<file path="src/rtl/rob_commit_unit.sv">
// rob_commit_unit
//   Reorder buffer with in-order commit and mispredict flush.
//   Instructions are allocated at the tail when the decoder offers one and the
//   buffer has room, results arrive over the CDB, and the oldest entry retires
//   from the head once its result is ready. A committing conditional branch
//   whose resolved direction disagrees with the prediction raises clear_flag
//   for that cycle and empties the whole buffer at the edge.
//
// Ports
//   clk_in, rst_in       clock, synchronous active-low reset
//   rdy_in               global pause; when low nothing changes
//   issue_*              decoder offer (valid, rd, branch flag, prediction, pc)
//   issue_ready          offer accepted this cycle
//   new_reg_id           rename destination (0 when nothing accepted)
//   new_ROB_id           entry id that an accepted issue receives (tail)
//   cdb_*                result broadcast (id, value/target, branch direction)
//   rs1_id/rs2_id        operand lookups, answered combinationally with bypass
//   rs1_/rs2_ready/val   lookup result
//   write_reg_id         commit destination (0 = no write)
//   write_ROB_id         committing entry id (head)
//   write_val            commit value
//   clear_flag           mispredict flush, this cycle
//   redirect_pc          fetch restart address, valid with clear_flag

module rob_commit_unit #(
  parameter int ROB_WIDTH_BIT = 3
) (
  input  logic                     clk_in,
  input  logic                     rst_in,
  input  logic                     rdy_in,

  input  logic                     issue_valid,
  input  logic [4:0]               issue_rd,
  input  logic                     issue_is_br,
  input  logic                     issue_pred_taken,
  input  logic [31:0]              issue_pc,
  output logic                     issue_ready,
  output logic [4:0]               new_reg_id,
  output logic [ROB_WIDTH_BIT-1:0] new_ROB_id,

  input  logic                     cdb_valid,
  input  logic [ROB_WIDTH_BIT-1:0] cdb_rob_id,
  input  logic [31:0]              cdb_val,
  input  logic                     cdb_br_taken,

  input  logic [ROB_WIDTH_BIT-1:0] rs1_id,
  input  logic [ROB_WIDTH_BIT-1:0] rs2_id,
  output logic                     rs1_ready,
  output logic                     rs2_ready,
  output logic [31:0]              rs1_val,
  output logic [31:0]              rs2_val,

  output logic [4:0]               write_reg_id,
  output logic [ROB_WIDTH_BIT-1:0] write_ROB_id,
  output logic [31:0]              write_val,
  output logic                     clear_flag,
  output logic [31:0]              redirect_pc
);

  localparam int D = 1 << ROB_WIDTH_BIT;
  // Occupancy needs one extra bit so that "full" (D) is distinct from "empty" (0).
  localparam logic [ROB_WIDTH_BIT:0] DEPTH = {1'b1, {ROB_WIDTH_BIT{1'b0}}};

  // Restart address after a mispredict: the resolved target when the branch
  // was actually taken, otherwise the fall-through instruction.
  function automatic logic [31:0] redirect_target(input logic        taken,
                                                  input logic [31:0] target,
                                                  input logic [31:0] pc);
    return taken ? target : (pc + 32'd4);
  endfunction

  // Control state (reset)
  logic [D-1:0]               busy_p0;
  logic [D-1:0]               ready_p0;
  logic [ROB_WIDTH_BIT-1:0]   head_p0;
  logic [ROB_WIDTH_BIT-1:0]   tail_p0;
  logic [ROB_WIDTH_BIT:0]     count_p0;

  // Entry payload (never reset; only meaningful while busy)
  logic [4:0]                 rd_p0    [0:D-1];
  logic [31:0]                pc_p0    [0:D-1];
  logic [31:0]                val_p0   [0:D-1];
  logic [D-1:0]               is_br_p0;
  logic [D-1:0]               pred_p0;
  logic [D-1:0]               brt_p0;

  logic full;
  logic empty;
  logic commit;
  logic issue_acc;
  logic cdb_hit;
  logic rs1_byp;
  logic rs2_byp;

  always_comb begin
    full       = (count_p0 == DEPTH);
    empty      = (count_p0 == '0);

    // Commit looks only at registered readiness, so a result landing on the
    // CDB this cycle retires the head at the earliest on the next cycle.
    commit     = rdy_in && !empty && ready_p0[head_p0];
    clear_flag = commit && is_br_p0[head_p0] && (brt_p0[head_p0] != pred_p0[head_p0]);
    redirect_pc = redirect_target(brt_p0[head_p0], val_p0[head_p0], pc_p0[head_p0]);

    // Full is judged on pre-edge occupancy: a commit in the same cycle does
    // not open a slot for the instruction being offered.
    issue_ready = rdy_in && !full && !clear_flag;
    issue_acc   = issue_valid && issue_ready;
    new_reg_id  = issue_acc ? issue_rd : 5'd0;
    new_ROB_id  = tail_p0;

    write_reg_id = commit ? rd_p0[head_p0] : 5'd0;
    write_ROB_id = head_p0;
    write_val    = val_p0[head_p0];

    // Results for entries that are not in flight (stale ids) are ignored.
    cdb_hit = cdb_valid && busy_p0[cdb_rob_id];

    // Operand lookup forwards a same-cycle broadcast ahead of the stored value.
    rs1_byp   = cdb_valid && (cdb_rob_id == rs1_id);
    rs2_byp   = cdb_valid && (cdb_rob_id == rs2_id);
    rs1_ready = ready_p0[rs1_id] || rs1_byp;
    rs2_ready = ready_p0[rs2_id] || rs2_byp;
    rs1_val   = rs1_byp ? cdb_val : val_p0[rs1_id];
    rs2_val   = rs2_byp ? cdb_val : val_p0[rs2_id];
  end

  // ---- state update edge: control ----
  always_ff @(posedge clk_in) begin
    if (!rst_in) begin
      busy_p0  <= '0;
      ready_p0 <= '0;
      head_p0  <= '0;
      tail_p0  <= '0;
      count_p0 <= '0;
    end else if (rdy_in) begin
      if (clear_flag) begin
        // Flush discards everything younger than (and including) the branch;
        // any CDB traffic this cycle belongs to squashed work.
        busy_p0  <= '0;
        ready_p0 <= '0;
        head_p0  <= '0;
        tail_p0  <= '0;
        count_p0 <= '0;
      end else begin
        if (cdb_hit) begin
          ready_p0[cdb_rob_id] <= 1'b1;
        end
        // Commit and issue never touch the same slot: issuing into the head
        // slot would require a full buffer, which rejects the issue.
        if (commit) begin
          busy_p0[head_p0]  <= 1'b0;
          ready_p0[head_p0] <= 1'b0;
          head_p0           <= head_p0 + 1'b1;
        end
        if (issue_acc) begin
          busy_p0[tail_p0]  <= 1'b1;
          ready_p0[tail_p0] <= 1'b0;
          tail_p0           <= tail_p0 + 1'b1;
        end
        if (issue_acc && !commit) begin
          count_p0 <= count_p0 + 1'b1;
        end else if (commit && !issue_acc) begin
          count_p0 <= count_p0 - 1'b1;
        end
      end
    end
  end

  // ---- state update edge: entry payload ----
  always_ff @(posedge clk_in) begin
    if (rdy_in && !clear_flag) begin
      if (cdb_hit) begin
        val_p0[cdb_rob_id] <= cdb_val;
        brt_p0[cdb_rob_id] <= cdb_br_taken;
      end
      if (issue_acc) begin
        rd_p0[tail_p0]    <= issue_rd;
        pc_p0[tail_p0]    <= issue_pc;
        is_br_p0[tail_p0] <= issue_is_br;
        pred_p0[tail_p0]  <= issue_pred_taken;
      end
    end
  end

endmodule

</file>
<file path="config.mk">
export PLATFORM = sky130hd
export DESIGN_NAME = rob_commit_unit
export DESIGN_NICKNAME = d
export VERILOG_FILES = /design/src/rtl/rob_commit_unit.sv
export SDC_FILE = /design/constraint.sdc
export NUM_CORES = 1
export LEC_CHECK = 0
export ABC_CLOCK_PERIOD_IN_PS = 5710
export CELL_PAD_IN_SITES_DETAIL_PLACEMENT = 1
export CELL_PAD_IN_SITES_GLOBAL_PLACEMENT = 1
export CORE_UTILIZATION = 40
export CTS_CLUSTER_DIAMETER = 200
export DETAILED_ROUTE_END_ITERATION = 6
export PLACE_DENSITY = 0.73
export SLEW_MARGIN = 20
export SYNTH_ARGS = -nofsm -noshare
export SYNTH_HDL_FRONTEND = slang
export SYNTH_SLANG_ARGS = --single-unit
</file>
<file path="constraint.sdc">
create_clock -name clk_in -period 5.71 [get_ports clk_in]
set_clock_uncertainty 0.2 [all_clocks]
set_input_delay 1.142 -clock clk_in [delete_from_list [all_inputs] [get_ports clk_in]]
set_output_delay 1.142 -clock clk_in [all_outputs]
set_load 0.1 [all_outputs]
</file>
## Yosys cells after proc, flatten, opt, wreduce, memory -nomap -nowiden

Memories as Yosys holds them, arrays and structs flattened. A register that Yosys moved wholly into a read port is not among the register bits.
Index checks and enable logic that the tools add are counted.

| storage, ports and cells | value |
|---|---|
| memories | 3 |
| register bits | 50 |
| bits in writable memories | 552 |
| input port bits | 86 |
| word-level logic and storage cells | 130 |

Memory list:

| name | words | width | rd ports | clocked after memory_dff | wr ports | line | text |
|---|---|---|---|---|---|---|---|
| pc_p0 | 8 | 32 | 1 | 1 | 1 | 81 | `logic [31:0] pc_p0 [0:D-1];` |
| val_p0 | 8 | 32 | 3 | 1 | 1 | 82 | `logic [31:0] val_p0 [0:D-1];` |
| rd_p0 | 8 | 5 | 1 | 1 | 1 | 80 | `logic [4:0] rd_p0 [0:D-1];` |

| operators by class | value |
|---|---|
| bitwise logic cells | 7 |
| reduce and logical (&&, ||, !) cells | 32 |
| muxes and demuxes | 63 |
| eq/ne operators | 4 |
| magnitude comparators | 8 |
| add/subtract/negate cells | 5 |

Operators by type and width:

| kind | count |
|---|---|
| $mux W8 | 16 |
| $mux W32 | 3 |
| $add A32 B3 Y32 const B | 1 |
| $mux W3 | 10 |
| $and A8 B8 Y8 | 3 |
| $bwmux W8 | 3 |
| $bmux W1 S3 | 7 |
| $lt A3 B4 Y1 const B | 5 |
| $logic_and A1 B1 Y1 | 16 |
| $mux W1 | 16 |
| $not A8 Y8 | 2 |
| $or A8 B8 Y8 | 2 |
| $mux W4 | 3 |
| $mux W5 | 2 |
| $reduce_and A2 Y1 | 5 |
| $demux W1 S3 | 3 |
| $ge A3 B1 Y1 const B | 3 |
| $add A3 B1 Y3 const B | 2 |
| $eq A3 B3 Y1 | 2 |
| $logic_not A1 Y1 | 5 |
| $add A4 B1 Y4 const B | 1 |
| $eq A4 B4 Y1 const B | 1 |
| $logic_not A4 Y1 | 1 |
| $reduce_bool A2 Y1 | 2 |
| 4 further kinds | 5 |

## Longest topological paths before layout

| logic depth | value |
|---|---|
| word-level depth | 17 |
| gate-level depth with buffers | 14 |

## Worst setup path before layout

No wires, ideal clock.

| path | value |
|---|---|
| path kind | register to output |
| start | reg with a tool-made name |
| end | out redirect_pc[30] |
| cell stages (with the launch flop) | 15 |
| arrival time | 5.190 ns |
| buffers on the path | 6 |
| slack | -0.822 ns |
| data required time | 4.368 ns |
| path through | dfxtp_1 > buf_6 > buf_2 > buf_2 > buf_2 > buf_2 > nand2_1 > nand2_1 > ha_1 > and3_1 > clkbuf_1 > nand3_1 > or2_1 > o31a_1 > o31ai_1 |

RTL lines:

| item | line | text |
|---|---|---|
| to (decl) | 57 | `output logic [31:0] redirect_pc` |

==> metrics.log <==
INFO  metric cts_buffers = 68
INFO  metric synth.yosys.seq_area_share = 61.8%
INFO  metric cts_tree = built
INFO  metric globalRouteOverflowTotal = 0
INFO  metric routed_wl = 86600 microns
INFO  metric drive_above_1_share = 33.7%
INFO  metric synthesis.instances = 1652
INFO  metric cap_viol_max_count = 0
INFO  metric power-per-cell-area = 301 nW/um^2
INFO  metric final.hold.worst_slack = 266 ps
INFO  metric row_cnt = 98
INFO  metric synth.distinct_cells = 74
INFO  metric delay_heaviest_family_cp = simple AND/OR/NAND/NOR gates
INFO  metric syn_to_final_growth = 21.6%
INFO  metric ys.warnings.count = 0
INFO  metric core = 71500 sq um
INFO  metric yosys_register_bits = 605
INFO  metric dr.pass1.iters = 5
INFO  metric avgRoutedWirePerCell = 29.8 microns
INFO  metric worst_ep_required_time = 4370 ps
INFO  metric via_count_of_the_first_global_routing_pass = 18500
INFO  metric globalRouteMet1Util = 30.2%
INFO  metric most_common_cell_after_layout_fill_and_taps_aside = edfxtp_1
INFO  metric fin_setup_tns = 0 ps
INFO  metric number_of_antenna_violations_at_the_first_check_in_global_routing = 7
INFO  metric max_clock_freq = 183 MHz
INFO  metric timing.hold.worst.class = reg2reg
INFO  metric grtUsageTotal = 23.7%
INFO  metric die_area = 73400 sq um
INFO  metric grt_busiest_layer = met2
INFO  metric ctsHtreeMaxLevel = 3
INFO  metric min_period_over_period = 95.4%
INFO  metric design.portCount = 234
INFO  metric remaining_drc_errors = 0
INFO  metric cp_data_arrival_time = 4110 ps
INFO  metric final.fill_count = 6641
INFO  metric period_needed = 5450 ps
INFO  metric final-max-slew-violation-count = 0
INFO  metric max_slew_margin = 34.3%
INFO  metric buffer_and_inverter_count_on_the_worst_path = 1
INFO  metric worst_skew_pair.late_latency = 600 ps
INFO  metric mostFrequentLayoutCells = edfxtp_1, mux4_2, buf_4
INFO  metric clock_tree.root_cell = clkbuf_16
INFO  metric vias_per_cell = 6.04
INFO  metric instances_no_fill = 2906
INFO  metric critPathMaxStageDelay = 620 ps
INFO  metric dpl.hpwl = 56800 microns
INFO  metric synth_fp_nets = 1744
INFO  metric critical_path.endpoint_type = primary output
INFO  metric initial_utilization = 40.5%
INFO  metric dominantRegCellSynth = edfxtp_1
INFO  metric grt_util_met2 = 38.5%
INFO  metric synth_area_leaders = edfxtp_1, mux4_2, mux2i_1, dfxtp_1, nor2_1
INFO  metric path_max_fanout = 16
INFO  metric clkSinkCount = 605
INFO  metric synthesis.area_per_instance = 17.5 sq um
INFO  metric grt_pass1_wl = 127000 microns
INFO  metric synth-edff-count = 576
INFO  metric die-width = 271 microns
INFO  metric final_antenna_net_count = 0
INFO  metric max_slew.worst_pin.slew = 982 ps
INFO  metric die-height = 271 microns
INFO  metric synth_top_cell_by_area = edfxtp_1
INFO  metric finalSetupViolCount = 0
INFO  metric path_class = reg2out
INFO  metric grt_start_max_net_pins = 50
INFO  metric result_of_the_run = finished, final reports clean
INFO  metric routed-via-count = 17500
INFO  metric standby_leakage_power = 11.5 nW
INFO  metric share_of_async_settable_or_async_resettable_flops_after_synthesis = 0%
INFO  metric crit_path_top_delay_cell = or4b_1
INFO  metric met3_usage = 8.15%
INFO  metric clk_transition_reported_paths = 60 ps
INFO  metric cts_max_path_buffers = 3
INFO  metric timing_hold_violations_final = 0
INFO  metric place_congestion = 0.841
INFO  metric vdd_ir_drop_max = 0.249 mV
INFO  metric worst_setup_path_start_kind = flop
INFO  metric io_buffer_count = 233
INFO  metric path_cells = mux4_1 -> nand4b_4 -> a211oi_2 -> or4b_1 -> or3_4 -> or3_1 -> a31oi_2 -> buf_12
INFO  metric netlist_area = 28900 sq um
INFO  metric design.final.nets = 1994
INFO  metric grt_setup_unrepaired = false
INFO  metric numPlacedInstances = 2778
INFO  metric synth.top_cell.area_share = 59.8%
INFO  metric dr.first_iter.drc_count = 1643
## synthesized netlist by cell type (all sizes together) (4+ instances only)
| library cell | instances |
|---|---|
| o41ai | 5 |
| and2 | 7 |
| or3 | 7 |
| xor2 | 14 |
| mux4 | 273 |
| nand2b | 10 |
| nor2 | 145 |
| or2 | 4 |
| edfxtp | 576 |
| inv | 8 |
| o21bai | 4 |
| ha | 5 |
| dfxtp | 29 |
| mux2 | 35 |
| o32ai | 4 |
| buf | 55 |
| a221oi | 5 |
| xnor2 | 18 |
| nand3 | 13 |
| o21ai | 10 |
| clkbuf | 66 |
| nand4 | 8 |
| a31o | 4 |
| a21oi | 99 |
| nand4b | 5 |
| mux2i | 105 |
| nor4 | 10 |
| a22oi | 4 |
| nor3 | 10 |
| and3 | 11 |
| nand2 | 56 |
| a31oi | 6 |
## per-stage QoR
step	instance area (sq um)	worst slack (ps)	power [mW]	utilization [%]
2_1_floorplan	29000	38.0	5.75	-
3_3_place_gp	32800	485	6.15	45.9
3_5_place_dp	32800	392	6.16	45.9
4_1_cts	35200	134	10.7	49.2
5_1_grt	35200	94.1	10.9	49.2
6_report	35200	260	10.6	49.2
## power breakdown
group,switching [mW],leakage (nW),internal (mW)
combinational,0.802,4.92,0.363
clock,1.78,1.12,2.75
sequential,0.0145,5.43,4.89
## cell families after synthesis
logic type                 count (synthesis)  synth area share, %
DFF                                      605                 61.8
muxes                                    413                 26.4
and+or+nand+nor                          301                 4.99
AOI/OAI and AO/OA                        165                 3.51
buffers and inverters                    130                 2.07
xor gates and xnor gates                  32                0.968
adders and majority gates                  6                0.285
## final cells by class
type | count | area, sq um | share of cell area (%)
clock buffer | 78 | 1780 | 5.06
multi-input combinational | 917 | 10600 | 30.2
timing repair buffer | 301 | 3150 | 8.96
antenna | 2 | 5.00 | 0.0142
sequential | 605 | 17900 | 50.8
inverter | 9 | 33.8 | 0.0960
clock inverter | 44 | 527 | 1.50
tap | 950 | 1190 | 3.38
## worst paths after layout
check	start	to	slack (ps)	cells past startpoint
setup / recovery	flop	redirect_pc[27]	260	8
hold / removal	busy_p0[1]$_SDFFE_PN0P_	busy_p0[1]$_SDFFE_PN0P_	270	2
setup reg to reg	write_ROB_id[0]$_SDFFE_PN0P_	pc_p0[5][30]$_DFFE_PP_	1180	8
hold reg to reg	busy_p0[1]$_SDFFE_PN0P_	busy_p0[1]$_SDFFE_PN0P_	270	2
## flip-flops by register name, indices dropped and copies added, names as in the netlist, named ones only
signal        flops
new_ROB_id        3
pred_p0           8
is_br_p0          8
brt_p0            8
write_ROB_id      3
busy_p0           8
pc_p0           256
count_p0          4
ready_p0          8
val_p0          256
rd_p0            40
## tightest hold or removal path: stages, from the launching register on
cell     delay (ps)
dfxtp_1         310
nand2_1          50
o32ai_1          60
## repair_timing
action                                  CTS  global route
endpoints found under the hold margin     0             0
gates resized for setup                   2             1
buffers inserted                          3             1
cloned                                    0             0
hold buffers                              0             0
endpoints found under the setup margin    6             2
## per-layer routing
metal | vias up | share of wire [%]
li1 | 7338 | -
met1 | 9343 | 40
met2 | 722 | 49
met3 | 131 | 9.1
met4 | 10 | 2.4
met5 | - | 0.080
Note: power is estimated with default switching activity, not from simulation.
